$ cat src/rtl/run_controller_pkg.sv
// Shared definitions for the run/step/halt controller: sequencer control
// addresses, controller state encodings and the 3-phase instruction cycle.
package run_controller_pkg;

   localparam logic [3:0] CA_FETCH = 4'b0000;
   localparam logic [3:0] CA_HLT   = 4'b1010;

   typedef enum logic [2:0] {
      ST_RESET_HOLD = 3'd0,
      ST_STOPPED    = 3'd1,
      ST_RUN        = 3'd2,
      ST_STEP       = 3'd3,
      ST_HALTED     = 3'd4
   } run_state_t;

   localparam logic [1:0] PH_FETCH  = 2'd0;
   localparam logic [1:0] PH_DECODE = 2'd1;
   localparam logic [1:0] PH_EXEC   = 2'd2;

   // Phase follows fetch -> decode -> execute and wraps back to fetch.
   function automatic logic [1:0] next_phase(input logic [1:0] ph);
      return (ph == PH_EXEC) ? PH_FETCH : ph + 2'd1;
   endfunction

endpackage

$ cat src/rtl/run_controller.sv
// Run/step/halt controller: gates the sequencer/datapath with one clock enable,
// owns the sequencer reset, handles HLT, breakpoints, stepping and retire count.
module run_controller
   import run_controller_pkg::*;
#(
   parameter int PC_WIDTH     = 8,
   parameter int COUNT_WIDTH  = 16,
   parameter int RESET_CYCLES = 2
) (
   input  logic                   clk,
   input  logic                   reset,
   input  logic                   run_req,
   input  logic                   step_req,
   input  logic                   halt_req,
   input  logic                   clear_req,
   input  logic [3:0]             control_address,
   input  logic [PC_WIDTH-1:0]    pc,
   input  logic                   bp_enable,
   input  logic [PC_WIDTH-1:0]    bp_addr,
   output logic                   cpu_en,
   output logic                   reset_sequencer,
   output logic [2:0]             state,
   output logic                   halted,
   output logic                   seq_error,
   output logic [COUNT_WIDTH-1:0] instr_count
);

   localparam int HOLD_W = (RESET_CYCLES > 1) ? $clog2(RESET_CYCLES) : 1;
   localparam logic [HOLD_W-1:0] HOLD_INIT = HOLD_W'(RESET_CYCLES - 1);

   run_state_t             state_r, state_s;
   logic [1:0]             phase_r, phase_s;
   logic [HOLD_W-1:0]      hold_r, hold_s;
   logic [COUNT_WIDTH-1:0] count_r, count_s;
   logic                   seq_error_r, seq_error_s;
   logic                   skip_r, skip_s;
   logic                   pend_r, pend_s;

   logic bp_hit_s, cpu_en_s, clear_s, sync_err_s, retire_s, hlt_s;

   // Per-cycle events; a clear suppresses every other event in its cycle.
   assign bp_hit_s   = (state_r == ST_RUN) && (phase_r == PH_FETCH) && bp_enable
                       && (pc == bp_addr) && !skip_r;
   assign cpu_en_s   = ((state_r == ST_RUN) && !bp_hit_s) || (state_r == ST_STEP);
   assign clear_s    = clear_req && (state_r != ST_RESET_HOLD);
   assign sync_err_s = cpu_en_s && (phase_r == PH_FETCH) && (control_address != CA_FETCH) && !clear_s;
   assign retire_s   = cpu_en_s && (phase_r == PH_EXEC) && !clear_s;
   assign hlt_s      = retire_s && (control_address == CA_HLT);

   // Next-state, phase, counters and flags.
   always_comb begin
      state_s     = state_r;
      phase_s     = clear_s ? PH_FETCH : (cpu_en_s ? next_phase(phase_r) : phase_r);
      hold_s      = (state_r == ST_RESET_HOLD) ? hold_r - HOLD_W'(1) : HOLD_INIT;
      count_s     = retire_s ? count_r + COUNT_WIDTH'(1) : count_r;
      seq_error_s = seq_error_r | sync_err_s;
      skip_s      = retire_s ? 1'b0 : skip_r;
      case (state_r)
         ST_RESET_HOLD: begin
            state_s = (hold_r == {HOLD_W{1'b0}}) ? ST_STOPPED : ST_RESET_HOLD;
         end
         ST_STOPPED: begin
            if (clear_s) begin
               state_s = ST_RESET_HOLD;
            end else if (step_req) begin
               state_s = ST_STEP;
               skip_s  = 1'b1;
            end else if (run_req) begin
               state_s = ST_RUN;
               skip_s  = 1'b1;
            end else begin
               state_s = ST_STOPPED;
            end
         end
         ST_RUN: begin
            if (clear_s) begin
               state_s = ST_RESET_HOLD;
            end else if (sync_err_s || hlt_s) begin
               state_s = ST_HALTED;
            end else if (bp_hit_s || (retire_s && (pend_r || halt_req))) begin
               state_s = ST_STOPPED;
            end else begin
               state_s = ST_RUN;
            end
         end
         ST_STEP: begin
            if (clear_s) begin
               state_s = ST_RESET_HOLD;
            end else if (sync_err_s || hlt_s) begin
               state_s = ST_HALTED;
            end else if (retire_s) begin
               state_s = ST_STOPPED;
            end else begin
               state_s = ST_STEP;
            end
         end
         ST_HALTED: begin
            state_s = clear_s ? ST_RESET_HOLD : ST_HALTED;
         end
         default: begin
            state_s = ST_RESET_HOLD;
         end
      endcase
      // A stop request survives only while the controller keeps running.
      pend_s = ((state_r == ST_RUN) && (state_s == ST_RUN)) ? (pend_r | halt_req) : 1'b0;
   end

   // Controller state registers.
   always_ff @(posedge clk) begin
      if (reset) begin
         state_r     <= ST_RESET_HOLD;
         phase_r     <= PH_FETCH;
         hold_r      <= HOLD_INIT;
         count_r     <= {COUNT_WIDTH{1'b0}};
         seq_error_r <= 1'b0;
         skip_r      <= 1'b0;
         pend_r      <= 1'b0;
      end else begin
         state_r     <= state_s;
         phase_r     <= phase_s;
         hold_r      <= hold_s;
         count_r     <= count_s;
         seq_error_r <= seq_error_s;
         skip_r      <= skip_s;
         pend_r      <= pend_s;
      end
   end

   assign cpu_en          = cpu_en_s;
   assign reset_sequencer = (state_r == ST_RESET_HOLD);
   assign state           = state_r;
   assign halted          = (state_r == ST_HALTED);
   assign seq_error       = seq_error_r;
   assign instr_count     = count_r;

endmodule

$ cat config.mk
export PLATFORM = sky130hd
export DESIGN_NAME = run_controller
export DESIGN_NICKNAME = d
export VERILOG_FILES = /design/src/rtl/run_controller_pkg.sv /design/src/rtl/run_controller.sv
export SDC_FILE = /design/constraint.sdc
export NUM_CORES = 1
export LEC_CHECK = 0
export ABC_CLOCK_PERIOD_IN_PS = 1700
export BUFFER_PORTS_ARGS = -buffer_cell sky130_fd_sc_hd__buf_2
export CAP_MARGIN = 20
export CORE_UTILIZATION = 49
export CTS_CLUSTER_DIAMETER = 60
export DETAILED_ROUTE_END_ITERATION = 6
export PLACE_DENSITY_LB_ADDON = 0.15
export SLEW_MARGIN = 20
export SYNTH_ARGS = -nofsm -noshare
export SYNTH_HDL_FRONTEND = slang
export SYNTH_SLANG_ARGS = --single-unit
$ cat constraint.sdc
create_clock -name clk -period 1.7 [get_ports clk]
set_input_delay 0.34 -clock clk [delete_from_list [all_inputs] [get_ports clk]]
set_output_delay 0.34 -clock clk [all_outputs]
set_load 0.01 [all_outputs]
==> flow_summary.json, run 1 <==
{
  "ioPinCount": 50,
  "hpwl_mm": 2.607,
  "clock_path_buffers": 2,
  "synth_nets": 195,
  "arrival_ns": 1.36,
  "status": "finished, final reports clean",
  "setup_slack_ns": 0.003775,
  "grt_max_degree": 25,
  "viasPerCell": 5.682,
  "yosysMostFrequentCell": "dfxtp_1",
  "place.gp.congestion": 0.8272,
  "grt_pass1_wl_mm": 5.789,
  "synth.distinct_cells": 51,
  "yosys.area.top_type_share_pct": 34.66,
  "cp-end-kind": "output port",
  "start_util_pct": 51.91,
  "avgSynthCellArea_um2": 8.646,
  "rsz0062_at_grt": "yes",
  "hold_buffers": 0,
  "path_cells": "nor2_4, nand3_2, o31ai_4, inv_1, buf_2",
  "die_x_um": 56.29,
  "n_antenna_cell": 0,
  "cts_root_buf": "clkbuf_4",
  "layout-drive-gt1-share_pct": 39.13,
  "rows": 19,
  "synth-main-ff-cell": "dfxtp_1",
  "worst-setup-path-type": "register to output port",
  "ys_seq_elements": 25,
  "synth_common_cells": "dfxtp_1 (25), nor2_1 (15), a21oi_1 (14)",
  "max_freq_mhz": 589.5,
  "crit_slowest_cell": "dfxtp_4",
  "area_growth_pct": 29.72,
  "setup-tns-final_ns": 0,
  "hold_violations": 0,
  "final.setup_skew_ns": 0.01401,
  "worst_setup_path_start_kind": "register",
  "cts_tree": "yes",
  "crit_family": "flip-flops",
  "clk-insertion-delay-late_ns": 0.34,
  "grt_use_total_pct": 22.47,
  "path_max_fanout": 4,
  "drtAntennaViolNets": 0,
  "fillCellCount": 242,
  "placed_cells": 253,
  "synth_edf_count": 0,
  "fin_crit_sh_pct": 99.78,
  "synthArstFlopShare_pct": 0,
  "design_area_um2": 1873,
  "die_h_um": 56.29,
  "place_area_um2": 1767,
  "worst_pin_slew_ns": 0.3641,
  "numCtsBuffers": 3,
  "hold_ws_ns": 0.3527,
  "path_buf_inv": 2,
  "drc": 0,
  "drtPass1Iterations": 4,
  "clkSinkCount": 25,
  "layout_min_cycle_time_ns": 1.696,
  "yosys_warnings": 0,
  "hp-class": "input port to register",
  "htreeDepth": 1,
  "fp.coreArea_um2": 2781,
  "setup_violations": 0,
  "grt_pass1_vias": 1392,
  "leakage_nw": 0.7650,
  "wire_per_inst_um": 12.84,
  "clk_pin_slew_ns": 0.14,
  "antenna_found_initial": 0,
  "drv_slew": 0,
  "drt_iter0_drc": 75,
  "required_ns": 1.36,
  "syn_area_um2": 1444,
  "dp_slack_ns": -0.05938,
  "yosysSeqAreaShare_pct": 34.66,
  "ir_worst_vdd_mv": 0.3513,
  "final-instance-count-excl-fill": 261,
  "die-area_um2": 3168,
  "num_vias": 1483,
  "io_buffers": 49,
  "p_per_area_nw_per_um2": 569.4,
  "relSlewSlack_pct": 75.50,
  "finalWirelength_mm": 3.351,
  "max_stage_delay_ns": 0.38,
  "syn_inst": 167,
  "grt-ovfl-total": 0,
  "drv_cap": 0,
  "yosys.area.top_type": "dfxtp_1",
  "fin_nets": 259,
  "synthTopCellsByArea": "dfxtp_1 (35%), xnor2_1 (7.3%), a21oi_1 (4.9%), nor2_1 (3.9%), inv_1 (2.6%)"
}
## power by group
part / internal, mW / switching [mW] / total, mW
clock: 0.0902 / 0.197 / 0.287
combinational: 0.0861 / 0.0917 / 0.178
sequential: 0.594 / 0.00793 / 0.602
total: 0.770 / 0.297 / 1.07
## layout make-up
type                       count  area (µm²)  area share, %
tap                           31       38.79          2.071
inverter                      11       41.29          2.204
clock buffer                   3       22.52          1.202
multi-input combinational    126       893.4          47.70
timing repair buffer          64       357.8          19.10
clock inverter                 1       7.507         0.4008
sequential                    25       511.7          27.32
## state kept, by name, indices dropped and copies added (netlist names)
name and cells:
hold_r 1, pend_r 1, skip_r 1, seq_error 1
instr_count 16, phase_r 2, state 3
## routing by layer
| metal | wire (µm) | track usage (%) |
|---|---|---|
| met5 | 0 | 0 |
| met4 | 53 | 8.362 |
| met3 | 187 | 3.456 |
| met2 | 1627 | 38.61 |
| met1 | 1482 | 28.38 |
## logic make-up (layout without fill, tap and decap cells)
kind of cell,count (synthesis),count (layout),synth area share (%)
AND/OR/NAND/NOR,69,69,29.38
multiplexers,3,3,2.166
XOR/XNOR,12,12,7.279
adder cells (fa/ha/maj),1,1,0.8664
AO/OA/AOI/OAI,41,41,19.76
buffers and inverters,16,79,5.892
flip-flops,25,25,34.66
## what timing repair did
item,in CTS,in global routing
gates cloned,0,0
endpoints found under the setup margin,1,14
pin swaps,4,1
setup buffers,3,1
gates resized for setup,5,10
## cell usage in the layout, fill, tap and decap left out, types with 3 or more instances in the layout
| master | count |
|---|---|
| clkbuf_4 | 3 |
| or4_1 | 5 |
| or3_1 | 6 |
| xnor2_1 | 12 |
| dfxtp_2 | 3 |
| buf_2 | 49 |
| nand2_1 | 5 |
| inv_1 | 10 |
| dfxtp_1 | 20 |
| nor2b_1 | 3 |
| o31ai_1 | 5 |
| nand4_1 | 3 |
| nand2b_1 | 3 |
| nand3_1 | 6 |
| nor3_1 | 5 |
| nor2_1 | 13 |
| o21ai_0 | 7 |
| buf_4 | 15 |
| a21oi_1 | 14 |
## worst min-delay path: cells and delay by family
kind                   cells  cell delay, ns
buffers and inverters      1            0.15
AO/OA/AOI/OAI              1            0.09
AND/OR/NAND/NOR            1            0.06
## final timing paths
| check | start | endpoint | slack [ns] | cells after the start |
|---|---|---|---|---|
| setup / recovery | phase_r[0] | cpu_en | 0.004 | 5 |
| hold / removal | clear_req | state[2] | 0.35 | 3 |
| setup reg to reg | state[2] | instr_count[5] | 0.06 | 5 |
| hold reg to reg | hold_r | hold_r | 0.42 | 1 |
## per-stage QoR
step | util, % | total power [mW]
after global routing | 67.34 | 1.117
final | 67.34 | 1.067
after global placement | 63.52 | 0.7718
after CTS | 65.99 | 1.070
after detailed placement | 63.52 | 0.7774
after floorplan | - | 0.7135
No activity file was read; power rests on OpenSTA's default activity.
==> run 2: changes to the inputs <==
--- a/config.mk
+++ b/config.mk
@@ -8,10 +8,11 @@
 export ABC_CLOCK_PERIOD_IN_PS = 1700
 export BUFFER_PORTS_ARGS = -buffer_cell sky130_fd_sc_hd__buf_2
 export CAP_MARGIN = 20
-export CORE_UTILIZATION = 49
+export CORE_UTILIZATION = 28
 export CTS_CLUSTER_DIAMETER = 60
 export DETAILED_ROUTE_END_ITERATION = 6
 export PLACE_DENSITY_LB_ADDON = 0.15
+export SETUP_SLACK_MARGIN = 0.05
 export SLEW_MARGIN = 20
 export SYNTH_ARGS = -nofsm -noshare
 export SYNTH_HDL_FRONTEND = slang
==> run 2 against run 1 <==
  * First-iteration DRC count fell by 60%
  * Wire length up 7.0%
  * Count of clock-buffer cells in the layout unchanged
  * Critical path depth did not move
  * Global-route usage shrank 9.1 points
  * Flip-flop and latch count unchanged
  * Die area increased by 72%
  * Sequential power about the same
  * Cell count up 15%
  * Critical path type unchanged
  * Critical endpoint unchanged
  * Highest routed layer unchanged
==> flow_summary.json, run 2 (synthesis results as in run 1) <==
{
  "antenna_found_initial": 0,
  "finalWirelength_mm": 3.587,
  "grt_pass1_wl_mm": 5.533,
  "drc": 0,
  "layout.cells.most_common_list": "buf_2 (48), dfxtp_1 (21), buf_4 (19), nor2_1 (14), a21oi_1 (13)",
  "layout_min_cycle_time_ns": 1.662,
  "placed_cells": 293,
  "num_vias": 1403,
  "relSlewSlack_pct": 74.24,
  "leakage_nw": 0.8047,
  "crit_family": "flip-flops",
  "grt_max_degree": 25,
  "place.gp.congestion": 0.7078,
  "cp-end-kind": "output port",
  "worst_setup_path_start_kind": "register",
  "grt_use_total_pct": 13.34,
  "fillCellCount": 515,
  "layout-drive-gt1-share_pct": 40.60,
  "start_util_pct": 29.78,
  "drv_slew": 0,
  "die-area_um2": 5448,
  "die_x_um": 73.81,
  "htreeDepth": 1,
  "status": "finished, final reports clean",
  "n_antenna_cell": 0,
  "clkSinkCount": 25,
  "clk_pin_slew_ns": 0.10,
  "area_growth_pct": 37.26,
  "rows": 25,
  "drt_iter0_drc": 30,
  "cts_tree": "yes",
  "max_freq_mhz": 601.6,
  "drtAntennaViolNets": 0,
  "arrival_ns": 1.32,
  "io_buffers": 49,
  "die_h_um": 73.81,
  "setup-tns-final_ns": 0,
  "hp-class": "input port to register",
  "setup_violations": 0,
  "path_max_fanout": 4,
  "path_buf_inv": 2,
  "largest_register_ffs": 16,
  "clk-insertion-delay-late_ns": 0.28,
  "cts_root_buf": "clkbuf_8",
  "path_cells": "nor2_4, nand3_2, o31ai_4, inv_1, buf_2",
  "crit_slowest_cell": "dfxtp_4",
  "worst_pin_slew_ns": 0.3829,
  "hold_violations": 0,
  "grt_pass1_vias": 1191,
  "final.setup_skew_ns": 0.01121,
  "fin_nets": 263,
  "drtPass1Iterations": 4,
  "required_ns": 1.36,
  "ioPinCount": 50,
  "final-instance-count-excl-fill": 301,
  "hpwl_mm": 2.649,
  "design_area_um2": 1982,
  "viasPerCell": 4.661,
  "numCtsBuffers": 3,
  "wire_per_inst_um": 11.92,
  "max_stage_delay_ns": 0.37,
  "ir_worst_vdd_mv": 0.3129,
  "place_area_um2": 1842,
  "grt-ovfl-total": 0,
  "final_common_cell": "buf_2",
  "drv_cap": 0,
  "p_per_area_nw_per_um2": 579.8,
  "fin_crit_sh_pct": 97.77,
  "rsz0062_at_grt": "yes",
  "hold_buffers": 0,
  "worst-setup-path-type": "register to output port",
  "fp.coreArea_um2": 4848,
  "clock_path_buffers": 2
}
## run 2: final timing paths
path	depth (start not counted)	slack [ns]	startpoint	endpoint
hold / removal	3	0.38	clear_req	state[2]
setup reg to reg	7	0.09	phase_r[1]	instr_count[4]
setup / recovery	5	0.04	phase_r[1]	cpu_en
hold reg to reg	1	0.40	hold_r	hold_r
## run 2: report_power, final
part           leakage, nW  switching, mW  internal, mW
clock network       0.0255          0.205         0.164
registers            0.204        0.00566         0.593
logic                0.575         0.0932        0.0878
total                0.805          0.304         0.845
## run 2: stage by stage
stage / hold WS (ns) / total power [mW] / worst slack (ns) / util [%]
floorplan: 0.3683 / 0.7135 / 0.07094 / -
global placement: 0.3797 / 0.7840 / -0.08140 / 37.99
detailed placement: 0.3806 / 0.7832 / -0.03209 / 37.99
CTS: 0.3790 / 1.158 / 0.02373 / 39.90
global route: 0.3887 / 1.213 / -0.03281 / 40.88
finish: 0.3822 / 1.149 / 0.03787 / 40.88
## run 2: repair_timing
item,CTS,global route
setup endpoints to repair,5,9
buffers inserted,2,2
gates resized for setup,8,9
hold endpoints to repair,0,0
pin swaps,4,4
cloned,0,0
## run 2: final cells by class
type / count / area [µm²] / area share, %
multi-input cells: 126 / 908.4 / 45.83
flip-flops and latches: 25 / 508.0 / 25.63
repair buffers: 68 / 394.1 / 19.89
well taps: 67 / 83.83 / 4.230
clock buffers: 3 / 41.29 / 2.083
inverters: 11 / 41.29 / 2.083
clock inverters: 1 / 5.005 / 0.2525
## run 2: layer usage
layer  up-vias  share of wire [%]  GRT usage (%)
met5         -                  0              0
met4         0                1.2          5.769
met3         4                4.0          2.469
met2        35                 46          20.80
met1       622                 49          17.85
li1        742                  -              -
## run 2: worst reg2reg max path, cell delays in order, from the launching register on
cell     delay, ns
dfxtp_4       0.38
buf_4         0.12
and2b_1       0.25
o21ai_4       0.13
buf_4         0.18
buf_4         0.13
o31ai_1       0.21
a21oi_1       0.08
==> run 3: changes to the inputs <==
==> constraint.sdc (replaced) <==
create_clock -name clk -period 1.7 [get_ports clk]
set_input_delay 0.51 -clock clk [delete_from_list [all_inputs] [get_ports clk]]
set_output_delay 0.51 -clock clk [all_outputs]
set_load 0.01 [all_outputs]
==> run 3 against run 2 <==
  * The flow now finishes with violations (negative setup slack)
  * Power up 3.6%
  * Utilization up 3.1 points
  * Sequential share of layout area down 2.0 points
  * Sequential power about the same
  * Critical path type is now input port to output port
==> flow_summary.json, run 3 (synthesis results as in run 1) <==
{
  "status": "finished, violations left",
  "violations": "negative setup slack",
  "grt-ovfl-total": 0,
  "place.gp.congestion": 0.7092,
  "hold_buffers": 0,
  "cts_root_buf": "clkbuf_8",
  "area_growth_pct": 47.57,
  "die-area_um2": 5448,
  "worst_setup_path_start_kind": "input port",
  "grt_pass1_wl_mm": 5.782,
  "drtPass1Iterations": 4,
  "clk-insertion-delay-late_ns": 0.27,
  "numCtsBuffers": 3,
  "fp.coreArea_um2": 4848,
  "clkSinkCount": 25,
  "io_buffers": 49,
  "p_per_area_nw_per_um2": 558.9,
  "leakage_nw": 0.8842,
  "design_area_um2": 2131,
  "ioPinCount": 50,
  "hold_violations": 0,
  "setup_violations": 1,
  "cts_tree": "yes",
  "wire_per_inst_um": 11.53,
  "drt_iter0_drc": 42,
  "place_area_um2": 1927,
  "r2r_slack_ns": 0.07,
  "hpwl_mm": 2.659,
  "worst_pin_slew_ns": 0.3967,
  "rows": 25,
  "arrival_ns": 1.47,
  "r2r_end": "instr_count[4]",
  "cp-end-kind": "output port",
  "drtAntennaViolNets": 0,
  "relSlewSlack_pct": 73.52,
  "postLayoutCoreUtil_pct": 43.95,
  "required_ns": 1.19,
  "clk_pin_slew_ns": 0.09,
  "die_x_um": 73.81,
  "clock_path_buffers": 2,
  "layout.cells.most_common_list": "buf_2 (43), dfxtp_1 (22), buf_4 (22), nor2_1 (15), a21oi_1 (13)",
  "worst-setup-path-type": "input port to output port",
  "grt_use_total_pct": 13.74,
  "fillCellCount": 514,
  "ir_worst_vdd_mv": 0.3439,
  "fin_nets": 269,
  "path_max_fanout": 4,
  "drv_slew": 0,
  "antenna_found_initial": 0,
  "final_common_cell": "buf_2",
  "hold_start": "hold_r",
  "layout_min_cycle_time_ns": 1.979,
  "die_h_um": 73.81,
  "layout-drive-gt1-share_pct": 46.67,
  "largest_register_ffs": 16,
  "grt_max_degree": 25,
  "fin_crit_sh_pct": 116.4,
  "grt_pass1_vias": 1266,
  "finalWirelength_mm": 3.541,
  "num_vias": 1475,
  "start_util_pct": 29.78,
  "setup_slack_ns": -0.2786,
  "hold_path_depth": 1,
  "drv_cap": 0,
  "hp-class": "register to register",
  "max_freq_mhz": 505.4,
  "r2r_start": "state[2]",
  "rsz0062_at_grt": "yes",
  "n_antenna_cell": 0,
  "final.setup_skew_ns": 0.004127,
  "r2r.worst_path.cells": 5,
  "htreeDepth": 1,
  "viasPerCell": 4.805,
  "holdPathEnd": "hold_r",
  "drc": 0
}
-- run 3: per-layer routing --
metal | GRT usage [%] | vias to the layer above | part of all wire, %
met5 | 0 | - | 0
met4 | 2.991 | 0 | 0.42
met2 | 24.57 | 37 | 50
met3 | 3.704 | 2 | 4.8
met1 | 16.29 | 681 | 45
li1 | - | 755 | -
-- run 3: report_power, final --
part	switching [mW]	internal, mW	total [mW]
registers	0.00554	0.595	0.600
clock network	0.203	0.164	0.367
logic	0.102	0.121	0.223
-- run 3: through the flow --
stage	TNS (ns)	worst slack, ns	cells	total power, mW	hold WS, ns
CTS	-0.2963	-0.2963	305	1.197	0.4069
global route	-0.4168	-0.3295	307	1.256	0.4343
detailed placement	-3.223	-0.3139	301	0.8045	0.3825
finish	-0.2786	-0.2786	307	1.191	0.4055
global placement	-2.847	-0.2873	301	0.8056	0.3788
floorplan	-0.1990	-0.1894	167	0.7186	0.3683
-- run 3: critical path: stages --
cell,delay [ns]
buf_6,0.09
xnor2_2,0.13
nand4_1,0.19
o31ai_4,0.39
inv_4,0.04
buf_6,0.12
-- run 3: how the worst max path moves through the flow --
stage	to	depth (start not counted)	from	slack, ns
floorplan	cpu_en	5	bp_addr[4]	-0.19
global placement	cpu_en	6	bp_addr[6]	-0.29
detailed placement	cpu_en	6	bp_addr[4]	-0.31
CTS	cpu_en	6	pc[3]	-0.30
global route	cpu_en	6	bp_addr[3]	-0.33
finish	cpu_en	6	bp_addr[3]	-0.28
-- run 3: repair_timing --
item	in CTS	in global routing
gates resized for setup	10	18
setup endpoints to repair	5	21
setup buffers	0	2
pin swaps	7	9
-- run 3: layout make-up --
class                           count  area [µm²]  area share [%]
Clock buffer                        3       41.29           1.938
Clock inverter                      1       5.005          0.2349
Inverter                           11       43.79           2.055
Multi-Input combinational cell    126       970.9           45.57
Sequential cell                    25       504.2           23.66
Tap cell                           67       83.83           3.934
Timing Repair Buffer               74       481.7           22.61
